<file path="config.mk">
export PLATFORM = sky130hd
export DESIGN_NAME = calc_result_display
export DESIGN_NICKNAME = d
export VERILOG_FILES = /design/src/rtl/calc_result_display.sv
export SDC_FILE = /design/constraint.sdc
export NUM_CORES = 1
export LEC_CHECK = 0
export ABC_AREA = 0
export BUFFER_PORTS_ARGS = -buffer_cell sky130_fd_sc_hd__buf_2
export CAP_MARGIN = 20
export CORE_MARGIN = 5
export CORE_UTILIZATION = 55
export CTS_BUF_LIST = sky130_fd_sc_hd__clkbuf_8
export CTS_CLUSTER_SIZE = 8
export DETAILED_ROUTE_END_ITERATION = 7
export GPL_TIMING_DRIVEN = 1
export MAX_ROUTING_LAYER = met4
export PLACE_DENSITY = 0.77
export SYNTH_ARGS = -nofsm -noshare
export SYNTH_HDL_FRONTEND = slang
export SYNTH_SLANG_ARGS = --single-unit
</file>
<file path="constraint.sdc">
create_clock -name clk -period 3 [get_ports clk]
set_input_delay 0.6 -clock clk [delete_from_list [all_inputs] [get_ports clk]]
set_output_delay 0.6 -clock clk [all_outputs]
set_load 0.03 [all_outputs]
</file>
<file path="src/rtl/calc_result_display.sv">
// Result stage after the 3-bit subtractor: captures {sign,value}, converts it to
// sign-magnitude and drives a 2-digit multiplexed 7-segment display.
module calc_result_display #(
   parameter int REFRESH_DIV    = 50000,
   parameter bit SEG_ACTIVE_LOW = 1'b1
) (
   input  logic       clk,
   input  logic       rst,
   input  logic [3:0] res_in,
   input  logic       res_valid,
   input  logic       clear,
   output logic [6:0] seg,
   output logic [1:0] an,
   output logic       neg_out,
   output logic [2:0] mag_out,
   output logic       shown
);

   localparam int            CW      = (REFRESH_DIV > 1) ? $clog2(REFRESH_DIV) : 1;
   localparam logic [CW-1:0] CNT_MAX = CW'(REFRESH_DIV - 1);
   localparam logic [6:0]    SEG_OFF = SEG_ACTIVE_LOW ? 7'h7F : 7'h00;
   localparam logic [1:0]    AN_OFF  = SEG_ACTIVE_LOW ? 2'b11 : 2'b00;

   typedef enum logic {BLANK, HOLD} state_t;

   state_t        state_q, state_d;
   logic          neg_q, neg_d;
   logic [2:0]    mag_q, mag_d;
   logic [CW-1:0] cnt_q, cnt_d;
   logic          sel_q, sel_d;
   logic [6:0]    seg_q, seg_d;
   logic [1:0]    an_q, an_d;
   logic          cap_neg;
   logic [6:0]    seg_hi;
   logic [1:0]    an_hi;

   function automatic logic [6:0] glyph(input logic [2:0] d);
      case (d)
         3'd0: glyph = 7'h3F;
         3'd1: glyph = 7'h06;
         3'd2: glyph = 7'h5B;
         3'd3: glyph = 7'h4F;
         3'd4: glyph = 7'h66;
         3'd5: glyph = 7'h6D;
         3'd6: glyph = 7'h7D;
         3'd7: glyph = 7'h07;
      endcase
   endfunction

   always_comb begin
      state_d = state_q;
      neg_d   = neg_q;
      mag_d   = mag_q;
      cnt_d   = cnt_q;
      sel_d   = sel_q;
      seg_hi  = 7'h00;
      an_hi   = 2'b00;

      // Scan runs free; only reset disturbs it.
      if (cnt_q == CNT_MAX) begin
         cnt_d = '0;
         sel_d = ~sel_q;
      end else begin
         cnt_d = cnt_q + 1'b1;
      end

      // -0 (sign set, value zero) normalises to +0.
      cap_neg = res_in[3] & (res_in[2:0] != 3'd0);
      if (clear) begin
         if (state_q == HOLD) state_d = BLANK;
      end else if (res_valid) begin
         state_d = HOLD;
         neg_d   = cap_neg;
         mag_d   = cap_neg ? (~res_in[2:0] + 3'd1) : res_in[2:0];
      end

      if (state_q == HOLD) begin
         if (!sel_q) begin
            an_hi  = 2'b01;
            seg_hi = glyph(mag_q);
         end else begin
            an_hi  = 2'b10;
            seg_hi = neg_q ? 7'h40 : 7'h00;
         end
      end
      seg_d = SEG_ACTIVE_LOW ? ~seg_hi : seg_hi;
      an_d  = SEG_ACTIVE_LOW ? ~an_hi  : an_hi;
   end

   always_ff @(posedge clk) begin
      if (rst) begin
         state_q <= BLANK;
         neg_q   <= 1'b0;
         mag_q   <= 3'd0;
         cnt_q   <= '0;
         sel_q   <= 1'b0;
         seg_q   <= SEG_OFF;
         an_q    <= AN_OFF;
      end else begin
         state_q <= state_d;
         neg_q   <= neg_d;
         mag_q   <= mag_d;
         cnt_q   <= cnt_d;
         sel_q   <= sel_d;
         seg_q   <= seg_d;
         an_q    <= an_d;
      end
   end

   assign seg     = seg_q;
   assign an      = an_q;
   assign neg_out = neg_q;
   assign mag_out = mag_q;
   assign shown   = (state_q == HOLD);

endmodule
</file>
==> After elaboration in Yosys (flattened, before gate mapping) <==
Memory sizes are Yosys's and may differ from the RTL's. A register that Yosys moved wholly into a read port is not among the register bits.
Index checks and enable logic that the tools add are counted.
{ "op_classes": {"add_sub_neg": 2, "n_reduce_logical": 4, "n_mux": 8, "eq_ne": 1, "bitwise_logic": 6} }
{ "op_table": {"columns": ["operator", "n"], "rows": [
  ["7-bit two-way mux", 3],
  ["16-bit by 1-bit adder with 16-bit output (second input constant)", 1],
  ["16-bit == test (second input constant)", 1],
  ["3-bit two-way mux", 3],
  ["7-bit NOT", 1],
  ["2-bit two-way mux", 2],
  ["2-bit OR reduction", 2],
  ["3-bit by 1-bit adder with 3-bit output (second input constant)", 1],
  ["3-bit NOT", 1],
  ["3-bit nonzero test", 1],
  ["1-bit NOT", 2],
  ["2-bit NOT", 1],
  ["2-bit AND reduction", 1],
  ["1-bit bitwise AND", 1]
]} }
{ "totals": {"out_inout_bits": 14, "elab_cells": 29, "rom_bits": 56, "reg_bits": 31, "input_bits": 8, "mem_count": 1} }
{ "mem_list": {"columns": ["name", "words", "width", "read_ports", "rd_ports_with_merged_regs", "write_ports", "line_no", "source"], "rows": [
  ["(name not given)", 8, 7, 1, 1, 0, "38", "case (d)"]
]} }

==> Logic depth before layout (Yosys ltp) <==
{ "logic_depth": {"word_depth": 5, "ltp_mapped": 10, "mapped_depth_nobuf": 10} }

==> Least setup slack after synthesis <==
No wires, ideal clock.
{ "synth_path": {"path_kind": "input-to-reg", "startpoint": "in res_in[0]", "endpoint": "reg (tool-made name)", "arrival_ns": 2.346, "setup_ns": 0.127, "required_time_ns": 2.873, "n_path_buf": 0, "cell_stages": 9, "slack_ns": 0.527, "cell_sequence": "inv_1 ha_1 ha_1 nor2b_4 mux2i_1 a211oi_2 inv_1 ha_1 or3_1"} }
{ "synth_rtl": {"columns": ["element", "line_no", "source"], "rows": [
  ["start, declared", "9", "input logic [3:0] res_in,"]
]} }

==> impl_results.md <==
* Later-pin clock latency in the skew report at ~290 ps
* Startpoint Class: input pin
* Lkg Pwr at between 0.7 and 0.8 nW
* DRC violations left at 0
* Number of antenna diodes at 0
* CP startpoint: res_in[0]
* Area leader, netlist: dfxtp_1
* Critical R2R Launch: mag_out[1]
* # setup viols final at 0
* Clock tree buffer depth at 2
* Seq cells post-synth at 38
* Final Core Density at 67.5%
* Final Max Tran Viols at 0
* Post-CTS setup buffer count at 0
* Drt wl/cell at roughly 13 microns
* CP Max Fanout at 5
* EDFF count, synth at 0
* Post-DRT Antenna Nets at 0
* Dpl cell area at roughly 1800 sq um
* Mapped Nets at 175
* GRT overflow at 0
* Status: finished clean
* Post-Syn Instances at ~160
* P per Cell Area at 599 nW/um^2
* Worst path max stage delay at 380 ps
* Dominant synthesized flop cell: dfxtp_1
* Core area at 2810 sq um
* Hold buffer count at CTS at 0
* Final Critical Period at 2460 ps
* Setup TNS at 0 ps
* First-pass DRT Iterations at 4
* Width of the die at 64.4 microns
* Layout cell share with drive strength beyond 1 at 25.3%
* CP required at between 3000 and 4000 ps
* Peak Freq at 0.407 GHz
* Share of the synthesized area in the top cell type at 46.8%
* Initial antenna violation count at 0
* Die ar. at 4140 sq um
* IO Port Bufs at 21
* Largest net degree at the start of global routing at 16
* DR vias at 1129
* Via density at 5.20
* Final worst slack at between 500 and 600 ps
* CTS tree: done
* Synth cell types at 38
* Top post-synthesis cells by count: 38 x dfxtp_1, 27 x nor2_1, 13 x xnor2_1, 12 x inv_1, 10 x nand2_1
* CTS H-tree lvls at 2
* First-pass GRT wire length at about 5 mm
* Final Hold Violating Endpoints at 0
* Cell breakdown of the critical path: buf_2 -> inv_1 -> ha_1 -> ha_1 -> nor2b_4 -> mux2i_1 -> a211oi_2 -> inv_1 -> ha_1 -> or3_1
* Slowest CP cell: or3_1
* Clock sink count at 38
* CTS resizes at 0
* DIE HEIGHT at 64.4 microns
* Placed wire-length estimate at 2.03 mm
* Std-Cell Rows at 19
* Post-placement worst setup slack at 252 ps
* Final Cell Area at 1890 sq um
* Top cells by area, synth: dfxtp_1 47%, xnor2_1 7.0%, nor2_1 6.2%
* RSZ-0062 raised after global routing: false
* Final worst-path cycle share at around four fifths
* Initial Utilization at 58.0%
* Slew headroom at 72.3%
* Reg clk slew, reported paths at 70 ps
* Hold Crit Class: register to register
* Async SR Flop Fraction at 0%
* Least-Margin Pin Slew at about 410 ps
* Max-cap violations at 0
* Synthesized area at 1630 sq um
* Root Driver: clkbuf_8
* YS warnings at 0
* 1st-iter DRT viols at between 40 and 50
* Worst Setup End Kind: register
* I/O pins at 22
* Critical path class: input pin to register
* Num CTS Buffers at 5
* Seq/Total Area, Yosys at a little under half
* Gpl congestion at 0.783
* Number of global-route vias before repair at about 1100
* WL final at around 2.7 mm
* Syn Area/Cell at 10.2 sq um
* Cell mode on critical path: ha_1
* R2R depth at 5
* Synthesis-to-finish area growth at 16.4%
* Max VDD drop at between 0.4 and 0.5 mV
* Top-count cell post-synth: dfxtp_1
* Hold slack at between 300 and 400 ps
* NumNets Final at between 200 and 250
* Gr usage total at 15.9%
* Setup slack, reg-to-reg at 1310 ps
* Worst EP arrival at 2630 ps
* Final Skew at 3.84 ps
cells in the final DEF, fill, tap and decap left out:
cell type / count
inv_1: 12
nand4_4: 2
nand3_2: 1
or3_1: 1
nor4_2: 2
clkbuf_8: 5
mux2i_1: 4
nor2b_4: 1
nand4_2: 1
nor4_4: 1
buf_2: 21
nor2_1: 27
and4bb_1: 1
clkinv_4: 1
a211oi_2: 1
nor3_1: 6
bufinv_16: 2
nor4b_1: 1
nand3b_1: 2
mux2_1: 1
o2bb2ai_1: 2
nand4b_1: 1
o21bai_1: 1
xnor2_1: 13
xor2_1: 2
nand3_1: 4
nand2b_2: 1
o2bb2a_1: 1
nand2_1: 10
dfxtp_1: 38
nor2_2: 4
o211a_4: 1
and4bb_2: 1
nor2b_1: 1
a211oi_1: 1
buf_4: 1
a21o_1: 1
a21oi_1: 1
ha_1: 8
nor3b_2: 1
worst min-delay path by stage:
| stage | start | endpoint | slack [ps] | cells past startpoint |
|---|---|---|---|---|
| 4_1_cts | register | seg[4] | 370 | 1 |
| 3_5_place_dp | register | seg[4] | 350 | 1 |
| 5_1_grt | register | seg[5] | 380 | 1 |
| 6_report | register | seg[4] | 360 | 1 |
| 3_3_place_gp | register | seg[3] | 350 | 1 |
| 2_1_floorplan | register | seg[0] | 340 | 1 |
critical path, delay by kind of cell:
| family | cells | cell delay [ps] |
|---|---|---|
| compound gates | 1 | 360 |
| fa+ha+maj | 3 | 720 |
| mux | 1 | 120 |
| simple gates | 2 | 540 |
| buf+inv | 3 | 290 |
area by class of cell:
cell class              count  area, sq um
flip-flops and latches     38          761
inverters                  12         45.0
well taps                  31         38.8
multi-input cells         106          798
fillers                   224          912
clock buffers               5         68.8
repair buffers             22          113
clock inverters             3         68.8
stage by stage:
stage               cells  total power, W
floorplan             159        0.000607
global placement      209        0.000626
detailed placement    209        0.000630
CTS                   217         0.00115
global route          217         0.00119
finish                217         0.00113
metal layers:
metal	track usage, %	vias up	routed length, microns
met3	5.43	6	144
met1	18.9	524	1340
met2	24.1	23	1200
met5	-	-	0
met4	7.12	0	51
li1	-	576	-
where the power goes:
group          switching (W)  internal [W]
combinational      0.0000536     0.0000323
clock               0.000182      0.000333
sequential        0.00000953      0.000524
logic make-up (layout without fill, tap and decap cells):
group,Yosys count,count (layout),share of synthesized area (%)
mux,5,5,3.15
compound gates,9,9,5.23
simple gates,69,69,26.5
flops,38,38,46.8
fa+ha+maj,8,8,6.15
buf+inv,15,42,4.15
xor+xnor,15,15,8.08
No activity file was read; power rests on OpenSTA's default activity.
